File: src/rtl/vga_draw_arbiter_pkg.sv
// Shared game definitions for the VGA draw arbiter:
// requester slots, screen geometry and arbiter states.
package vga_draw_arbiter_pkg;

  localparam int REQ_CLEAR  = 0;
  localparam int REQ_ROCKET = 1;
  localparam int REQ_ALIEN  = 2;
  localparam int REQ_BULLET = 3;

  localparam int SCREEN_W = 160;
  localparam int SCREEN_H = 120;
  localparam int SCREEN_PIXELS = SCREEN_W * SCREEN_H;

  localparam int X_W = 8;
  localparam int Y_W = 7;
  localparam int C_W = 3;
  localparam int CNT_W = 15;

  typedef enum logic [1:0] {
    IDLE = 2'd0,
    BUSY = 2'd1,
    GAP  = 2'd2
  } arbState_t;

  function automatic logic [3:0] oneHot4(
    input logic [1:0] idx
  );
    return 4'b0001 << idx;
  endfunction

endpackage

File: src/rtl/vga_draw_arbiter_rr_pick3.sv
// Round-robin picker over the three game-object requesters.
// Search starts at last+1 and wraps from bullets back to rocket.
module rr_pick3
  import vga_draw_arbiter_pkg::*;
(
  input  logic [3:1] req,
  input  logic [1:0] last,
  output logic [3:1] pick
);

  always_comb begin
    pick = '0;
    unique case (last)
      2'd1: begin
        if (req[REQ_ALIEN])
          pick[REQ_ALIEN] = 1'b1;
        else if (req[REQ_BULLET])
          pick[REQ_BULLET] = 1'b1;
        else if (req[REQ_ROCKET])
          pick[REQ_ROCKET] = 1'b1;
      end
      2'd2: begin
        if (req[REQ_BULLET])
          pick[REQ_BULLET] = 1'b1;
        else if (req[REQ_ROCKET])
          pick[REQ_ROCKET] = 1'b1;
        else if (req[REQ_ALIEN])
          pick[REQ_ALIEN] = 1'b1;
      end
      default: begin
        if (req[REQ_ROCKET])
          pick[REQ_ROCKET] = 1'b1;
        else if (req[REQ_ALIEN])
          pick[REQ_ALIEN] = 1'b1;
        else if (req[REQ_BULLET])
          pick[REQ_BULLET] = 1'b1;
      end
    endcase
  end

endmodule

File: src/rtl/vga_draw_arbiter.sv
// Grants the single VGA write port to one draw requester at a time,
// clear first, game objects round-robin, with a one-cycle gap between.
module vga_draw_arbiter
  import vga_draw_arbiter_pkg::*;
#(
  parameter int NREQ = 4,
  parameter int MAX_BURST = 19200
) (
  input  logic                  clk,
  input  logic                  reset,
  input  logic [NREQ-1:0]       req,
  input  logic [NREQ-1:0]       done,
  input  logic [X_W*NREQ-1:0]   x_in,
  input  logic [Y_W*NREQ-1:0]   y_in,
  input  logic [C_W*NREQ-1:0]   c_in,
  input  logic [NREQ-1:0]       plot_in,
  output logic [NREQ-1:0]       gnt,
  output logic [X_W-1:0]        x_out,
  output logic [Y_W-1:0]        y_out,
  output logic [C_W-1:0]        colour_out,
  output logic                  plot_out,
  output logic                  busy,
  output logic [CNT_W-1:0]      pix_count,
  output logic                  timeout
);

  localparam logic [CNT_W-1:0] MAX_CNT =
    CNT_W'(MAX_BURST);

  arbState_t state, stateNxt;

  logic [1:0] gIdx, gIdxNxt;
  logic [1:0] lastServed, lastNxt;
  logic [1:0] newIdx;
  logic [3:1] rrPick;

  logic [NREQ-1:0]  gntNxt;
  logic [X_W-1:0]   xNxt;
  logic [Y_W-1:0]   yNxt;
  logic [C_W-1:0]   cNxt;
  logic             plotNxt;
  logic [CNT_W-1:0] cntNxt;
  logic             toNxt;

  logic             gPlot;
  logic             gDone;
  logic             gReq;
  logic [CNT_W-1:0] cntInc;
  logic             hitMax;
  logic             endBurst;

  rr_pick3 uPick (
    .req  (req[3:1]),
    .last (lastServed),
    .pick (rrPick)
  );

  // Clear wins outright; otherwise take the round-robin choice.
  always_comb begin
    newIdx = 2'(REQ_CLEAR);
    if (req[REQ_CLEAR])
      newIdx = 2'(REQ_CLEAR);
    else if (rrPick[REQ_ROCKET])
      newIdx = 2'(REQ_ROCKET);
    else if (rrPick[REQ_ALIEN])
      newIdx = 2'(REQ_ALIEN);
    else if (rrPick[REQ_BULLET])
      newIdx = 2'(REQ_BULLET);
  end

  assign gPlot = plot_in[gIdx];
  assign gDone = done[gIdx];
  assign gReq  = req[gIdx];

  assign cntInc = (pix_count == MAX_CNT) ?
    pix_count : pix_count + CNT_W'(gPlot);
  assign hitMax   = (cntInc == MAX_CNT);
  assign endBurst = gDone | ~gReq | hitMax;

  always_ff @(posedge clk) begin
    if (!reset)
      state <= IDLE;
    else
      state <= stateNxt;
  end

  always_comb begin
    stateNxt = state;
    unique case (state)
      IDLE:    if (|req) stateNxt = BUSY;
      BUSY:    if (endBurst) stateNxt = GAP;
      GAP:     stateNxt = IDLE;
      default: stateNxt = IDLE;
    endcase
  end

  // The pixel sampled on the releasing edge still reaches the port.
  always_comb begin
    gntNxt  = gnt;
    gIdxNxt = gIdx;
    lastNxt = lastServed;
    xNxt    = x_out;
    yNxt    = y_out;
    cNxt    = colour_out;
    cntNxt  = pix_count;
    plotNxt = 1'b0;
    toNxt   = 1'b0;
    unique case (state)
      IDLE: begin
        if (|req) begin
          gntNxt  = oneHot4(newIdx);
          gIdxNxt = newIdx;
          cntNxt  = '0;
          if (newIdx != 2'(REQ_CLEAR))
            lastNxt = newIdx;
        end
      end
      BUSY: begin
        xNxt    = x_in[X_W*gIdx +: X_W];
        yNxt    = y_in[Y_W*gIdx +: Y_W];
        cNxt    = c_in[C_W*gIdx +: C_W];
        plotNxt = gPlot;
        cntNxt  = cntInc;
        if (endBurst) begin
          gntNxt = '0;
          toNxt  = hitMax;
        end
      end
      GAP:     gntNxt = '0;
      default: gntNxt = '0;
    endcase
  end

  always_ff @(posedge clk) begin
    if (!reset) begin
      gnt        <= '0;
      gIdx       <= '0;
      lastServed <= 2'(REQ_BULLET);
      x_out      <= '0;
      y_out      <= '0;
      colour_out <= '0;
      plot_out   <= 1'b0;
      pix_count  <= '0;
      timeout    <= 1'b0;
    end else begin
      gnt        <= gntNxt;
      gIdx       <= gIdxNxt;
      lastServed <= lastNxt;
      x_out      <= xNxt;
      y_out      <= yNxt;
      colour_out <= cNxt;
      plot_out   <= plotNxt;
      pix_count  <= cntNxt;
      timeout    <= toNxt;
    end
  end

  assign busy = (state == BUSY);

endmodule
File: config.mk
export PLATFORM = sky130hd
export DESIGN_NAME = vga_draw_arbiter
export DESIGN_NICKNAME = d
export VERILOG_FILES = /design/src/rtl/vga_draw_arbiter_pkg.sv /design/src/rtl/vga_draw_arbiter_rr_pick3.sv /design/src/rtl/vga_draw_arbiter.sv
export SDC_FILE = /design/constraint.sdc
export NUM_CORES = 1
export LEC_CHECK = 0
export ABC_AREA = 1
export ABC_CLOCK_PERIOD_IN_PS = 2780
export BUFFER_PORTS_ARGS = -buffer_cell sky130_fd_sc_hd__clkbuf_2
export CAP_MARGIN = 25
export CORE_MARGIN = 2
export CORE_UTILIZATION = 35
export CTS_CLUSTER_DIAMETER = 80
export DETAILED_ROUTE_END_ITERATION = 8
export GPL_TIMING_DRIVEN = 0
export SLEW_MARGIN = 20
export SYNTH_ARGS = -nofsm -noshare
export SYNTH_HDL_FRONTEND = slang
export SYNTH_HIERARCHICAL = 1
export SYNTH_SLANG_ARGS = --single-unit
File: constraint.sdc
create_clock -name clk -period 2.78 [get_ports clk]
set_clock_uncertainty 0.1 [all_clocks]
set_input_delay 0.278 -clock clk [delete_from_list [all_inputs] [get_ports clk]]
set_output_delay 0.278 -clock clk [all_outputs]
set_load 0.02 [all_outputs]
==> flow_results.xml <==
<?xml version="1.0" encoding="UTF-8"?>
<metrics>
  <group name="run_status">
    <metric name="outcome" unit="">complete, no violations</metric>
  </group>
  <group name="timing">
    <metric name="max_slew.worst_pin.slew" unit="ps">558</metric>
    <metric name="timing.final.hold_violations" unit="">0</metric>
    <metric name="final.hold.worst_slack" unit="ps">164</metric>
    <metric name="worst_slew_margin_rel" unit="">0.628</metric>
    <metric name="timing.final.max_slew_violations" unit="">0</metric>
    <metric name="fin_crit_sh" unit="">0.943</metric>
    <metric name="setup_viol_count_final" unit="">0</metric>
    <metric name="final.min_clock_period" unit="ps">2620</metric>
    <metric name="worst_setup_slack_final" unit="ps">158</metric>
    <metric name="achievable_clock_frequency" unit="MHz">381</metric>
  </group>
  <group name="grt">
    <metric name="vias_in_the_first_global_route" unit="">3305</metric>
    <metric name="pin_count_of_the_biggest_net_entering_global_routing" unit="">17</metric>
    <metric name="number_of_antenna_violations_at_the_first_check_in_global_routing" unit="">0</metric>
    <metric name="grt_pass1_wl" unit="microns">15100</metric>
    <metric name="globalRouteOverflowTotal" unit="">0</metric>
    <metric name="grt_use_total" unit="">0.213</metric>
  </group>
  <group name="placed_design">
    <metric name="dpl-instance-area" unit="sq mm">0.00363</metric>
    <metric name="gp_congestion" unit="">0.917</metric>
    <metric name="place_inst" unit="">707</metric>
    <metric name="hpwlAfterDp" unit="microns">7250</metric>
    <metric name="place.port_buffers" unit="">124</metric>
    <metric name="post-place-ws" unit="ps">-724</metric>
  </group>
  <group name="detailed_routing">
    <metric name="routedWlPerCell" unit="microns">13.0</metric>
    <metric name="ant_nets" unit="">0</metric>
    <metric name="wirelength" unit="microns">9400</metric>
    <metric name="viasPerCell" unit="">4.90</metric>
    <metric name="count_of_routing_violations_after_the_opening_detailed_route_iteration" unit="">129</metric>
    <metric name="drcViolationCount" unit="">0</metric>
    <metric name="drt_first_pass_iters" unit="">4</metric>
    <metric name="dr_total_vias" unit="">3539</metric>
  </group>
  <group name="clock_network">
    <metric name="clock_path_buffers" unit="">2</metric>
    <metric name="cts_tree" unit="">done</metric>
    <metric name="clock_sinks" unit="">45</metric>
    <metric name="cts_hold_buf" unit="">0</metric>
    <metric name="htree_levels" unit="">2</metric>
    <metric name="clock_tree.root_cell" unit="">sky130_fd_sc_hd__clkbuf_8</metric>
    <metric name="cts.reportedPaths.clkPinSlew" unit="ps">80</metric>
    <metric name="clock_insertion_delay_worst_skew" unit="ps">290</metric>
    <metric name="tritoncts.num_buffers" unit="">5</metric>
  </group>
  <group name="floorplan">
    <metric name="fp.coreArea" unit="sq mm">0.00809</metric>
    <metric name="total_number_of_placement_rows" unit="">33</metric>
    <metric name="ios" unit="">126</metric>
    <metric name="initial_utilization" unit="">0.355</metric>
    <metric name="floorplan.die.height" unit="microns">94.6</metric>
    <metric name="die_w" unit="microns">94.6</metric>
    <metric name="dieArea" unit="sq mm">0.00896</metric>
  </group>
  <group name="worst_setup_path">
    <metric name="worst-r2r-setup-slack" unit="ps">160</metric>
    <metric name="rr_worst_depth" unit="">21</metric>
    <metric name="worst_r2r_startpoint" unit="">gIdx[0]</metric>
    <metric name="path_cells" unit="">inv_4 &gt; clkbuf_16 &gt; nor2_2 &gt; nor2_2 &gt; o21ai_4 &gt; nand2_2 &gt; ha_4 &gt; ha_4 &gt; nand2_4 &gt; nor2_4 &gt; nand2_1 &gt; nand2_2 &gt; nand2_2 &gt; nor2_1 &gt; nand2_1 &gt; nor2_1 &gt; nand2_1 &gt; nand3_4 &gt; nand2_4 &gt; nand2_1 &gt; a21oi_2</metric>
    <metric name="timing.setup.critical_path_class" unit="">reg2reg</metric>
    <metric name="worst_setup_path_start_kind" unit="">flop</metric>
    <metric name="cpMaxStageDelayCell" unit="">sky130_fd_sc_hd__dfxtp_4</metric>
    <metric name="setup.worst_path.end_class" unit="">flop</metric>
    <metric name="largest_driver_fanout_on_the_critical_path" unit="">5</metric>
    <metric name="critPathArrivalTime" unit="ps">2690</metric>
    <metric name="critPathRequiredTime" unit="ps">2850</metric>
    <metric name="r2r-end" unit="">gnt[0]</metric>
    <metric name="critical-path-max-stage-delay" unit="ps">370</metric>
    <metric name="worst_path_most_repeated_cell" unit="">sky130_fd_sc_hd__nand2_1</metric>
  </group>
  <group name="flow_run">
    <metric name="max_cap_violations" unit="">0</metric>
  </group>
  <group name="layout">
    <metric name="n_antenna_cell" unit="">0</metric>
    <metric name="area_growth_syn_to_layout" unit="%">39.5</metric>
    <metric name="final_design_area_no_fill" unit="sq mm">0.00401</metric>
    <metric name="drive_gt1_frac" unit="">0.321</metric>
    <metric name="final_cell_mix" unit="">sky130_fd_sc_hd__clkbuf_2 (124), sky130_fd_sc_hd__nor2_1 (107), sky130_fd_sc_hd__nand2_1 (68)</metric>
    <metric name="finalNetCount" unit="">708</metric>
    <metric name="mostFrequentLayoutCell" unit="">sky130_fd_sc_hd__clkbuf_2</metric>
    <metric name="final-instance-count-excl-fill" unit="">722</metric>
    <metric name="fill_cells" unit="">887</metric>
    <metric name="fin_util" unit="">0.496</metric>
  </group>
  <group name="synthesis">
    <metric name="synth.distinct_cells" unit="">26</metric>
    <metric name="syn_inst" unit="">478</metric>
    <metric name="netlist_area_before_placement" unit="sq mm">0.00288</metric>
    <metric name="yosysWarningCount" unit="">6</metric>
    <metric name="ys_seq_area_frac" unit="">0.313</metric>
    <metric name="synthesis.area_per_instance" unit="sq um">6.02</metric>
    <metric name="syn-num-nets" unit="">569</metric>
    <metric name="ys_ff_latch" unit="">45</metric>
  </group>
  <group name="min_path">
    <metric name="worst_hold_path_stage_count" unit="">2</metric>
    <metric name="worst_hold_path.endpoint" unit="">lastServed[1]</metric>
    <metric name="hp-class" unit="">in2reg</metric>
    <metric name="hold_path.startpoint" unit="">reset</metric>
  </group>
  <group name="power_and_ir_drop">
    <metric name="power_density" unit="mW/mm^2">407</metric>
    <metric name="leakage" unit="uW">0.00197</metric>
    <metric name="ir_drop" unit="mV">0.221</metric>
  </group>
</metrics>
sequential cells by signal (all words and copies together) (netlist names):
register / cells
pix_count: 15
colour_out: 3
plot_out: 1
lastServed: 2
timeout: 1
state: 2
gnt: 4
y_out: 7
gIdx: 2
x_out: 8
synthesized netlist by cell type (all sizes together):
cell | number | share of area
inv | 52 | 0.068
nand3 | 29 | 0.052
clkbuf | 18 | 0.023
nand2 | 90 | 0.12
ha | 5 | 0.022
nand4 | 6 | 0.013
nor2 | 116 | 0.16
a21oi | 21 | 0.040
o22ai | 18 | 0.039
nor3 | 4 | 0.0070
buf | 3 | 0.0057
clkinv | 1 | 0.0013
o32ai | 1 | 0.0030
dfxtp | 45 | 0.31
xor2 | 5 | 0.015
o21ai | 61 | 0.11
nor4 | 3 | 0.0065
layout make-up:
cell class,count,area (sq um),share of cell area
Clock inverter,1,7.51,0.00187
Clock buffer,6,82.6,0.0206
Inverter,53,201,0.0502
Multi-Input combinational cell,359,1840,0.458
Sequential cell,45,905,0.226
Buffer,19,143,0.0356
Tap cell,105,131,0.0328
Timing Repair Buffer,134,703,0.175
per-stage QoR:
step	total power (uW)	TNS, ps
after floorplan	1010	0
after global placement	1190	-4710
after detailed placement	1190	-5090
after CTS	1640	0
after global routing	1740	-9.83
final	1630	0
where the power goes:
| part | internal [uW] | switching, uW | total (uW) | leakage (uW) |
|---|---|---|---|---|
| registers | 691 | 31.7 | 723 | 0.000369 |
| clock network | 197 | 223 | 420 | 0.0000433 |
| logic | 189 | 300 | 489 | 0.00155 |
| total | 1080 | 555 | 1630 | 0.00197 |
metal layers:
| layer | GRT usage | up-vias | routed length [microns] |
|---|---|---|---|
| met2 | 0.360 | 134 | 4300 |
| li1 | - | 1819 | - |
| met1 | 0.271 | 1570 | 4180 |
| met5 | 0 | - | 0 |
| met4 | 0.0640 | 0 | 230 |
| met3 | 0.0471 | 16 | 695 |
logic make-up (layout without fill, tap and decap cells):
kind of cell / Yosys count / count (layout) / synth area share
AND/OR/NAND/NOR: 248 / 248 / 0.362
adder cells (fa/ha/maj): 5 / 5 / 0.0218
flip-flops: 45 / 45 / 0.313
AO/OA/AOI/OAI: 101 / 101 / 0.189
buffers and inverters: 74 / 213 / 0.0983
XOR/XNOR: 5 / 5 / 0.0152
how the worst max path moves through the flow:
stage,startpoint,to,slack [ps],depth (start not counted)
3_5_place_dp,gIdx[0],gnt[0],-720,19
6_report,gIdx[0],gnt[0],160,21
5_1_grt,gIdx[0],gnt[3],-10,22
2_1_floorplan,gIdx[0],gnt[1],60,21
4_1_cts,gIdx[0],gnt[0],40,21
3_3_place_gp,gIdx[0],gnt[0],-700,19
timing repair:
item	CTS	global route
buffers inserted	5	5
gates resized for setup	28	32
pin swaps	5	18
endpoints found under the setup margin	13	6
cloned	0	0
worst max-delay path, delay by kind of cell (launching register included):
family / cells / cell delay [ps]
AND/OR/NAND/NOR: 15 / 1410
flip-flops: 1 / 370
adder cells (fa/ha/maj): 2 / 290
buffers and inverters: 2 / 190
AO/OA/AOI/OAI: 2 / 130
(Power assumes the default switching activity.)
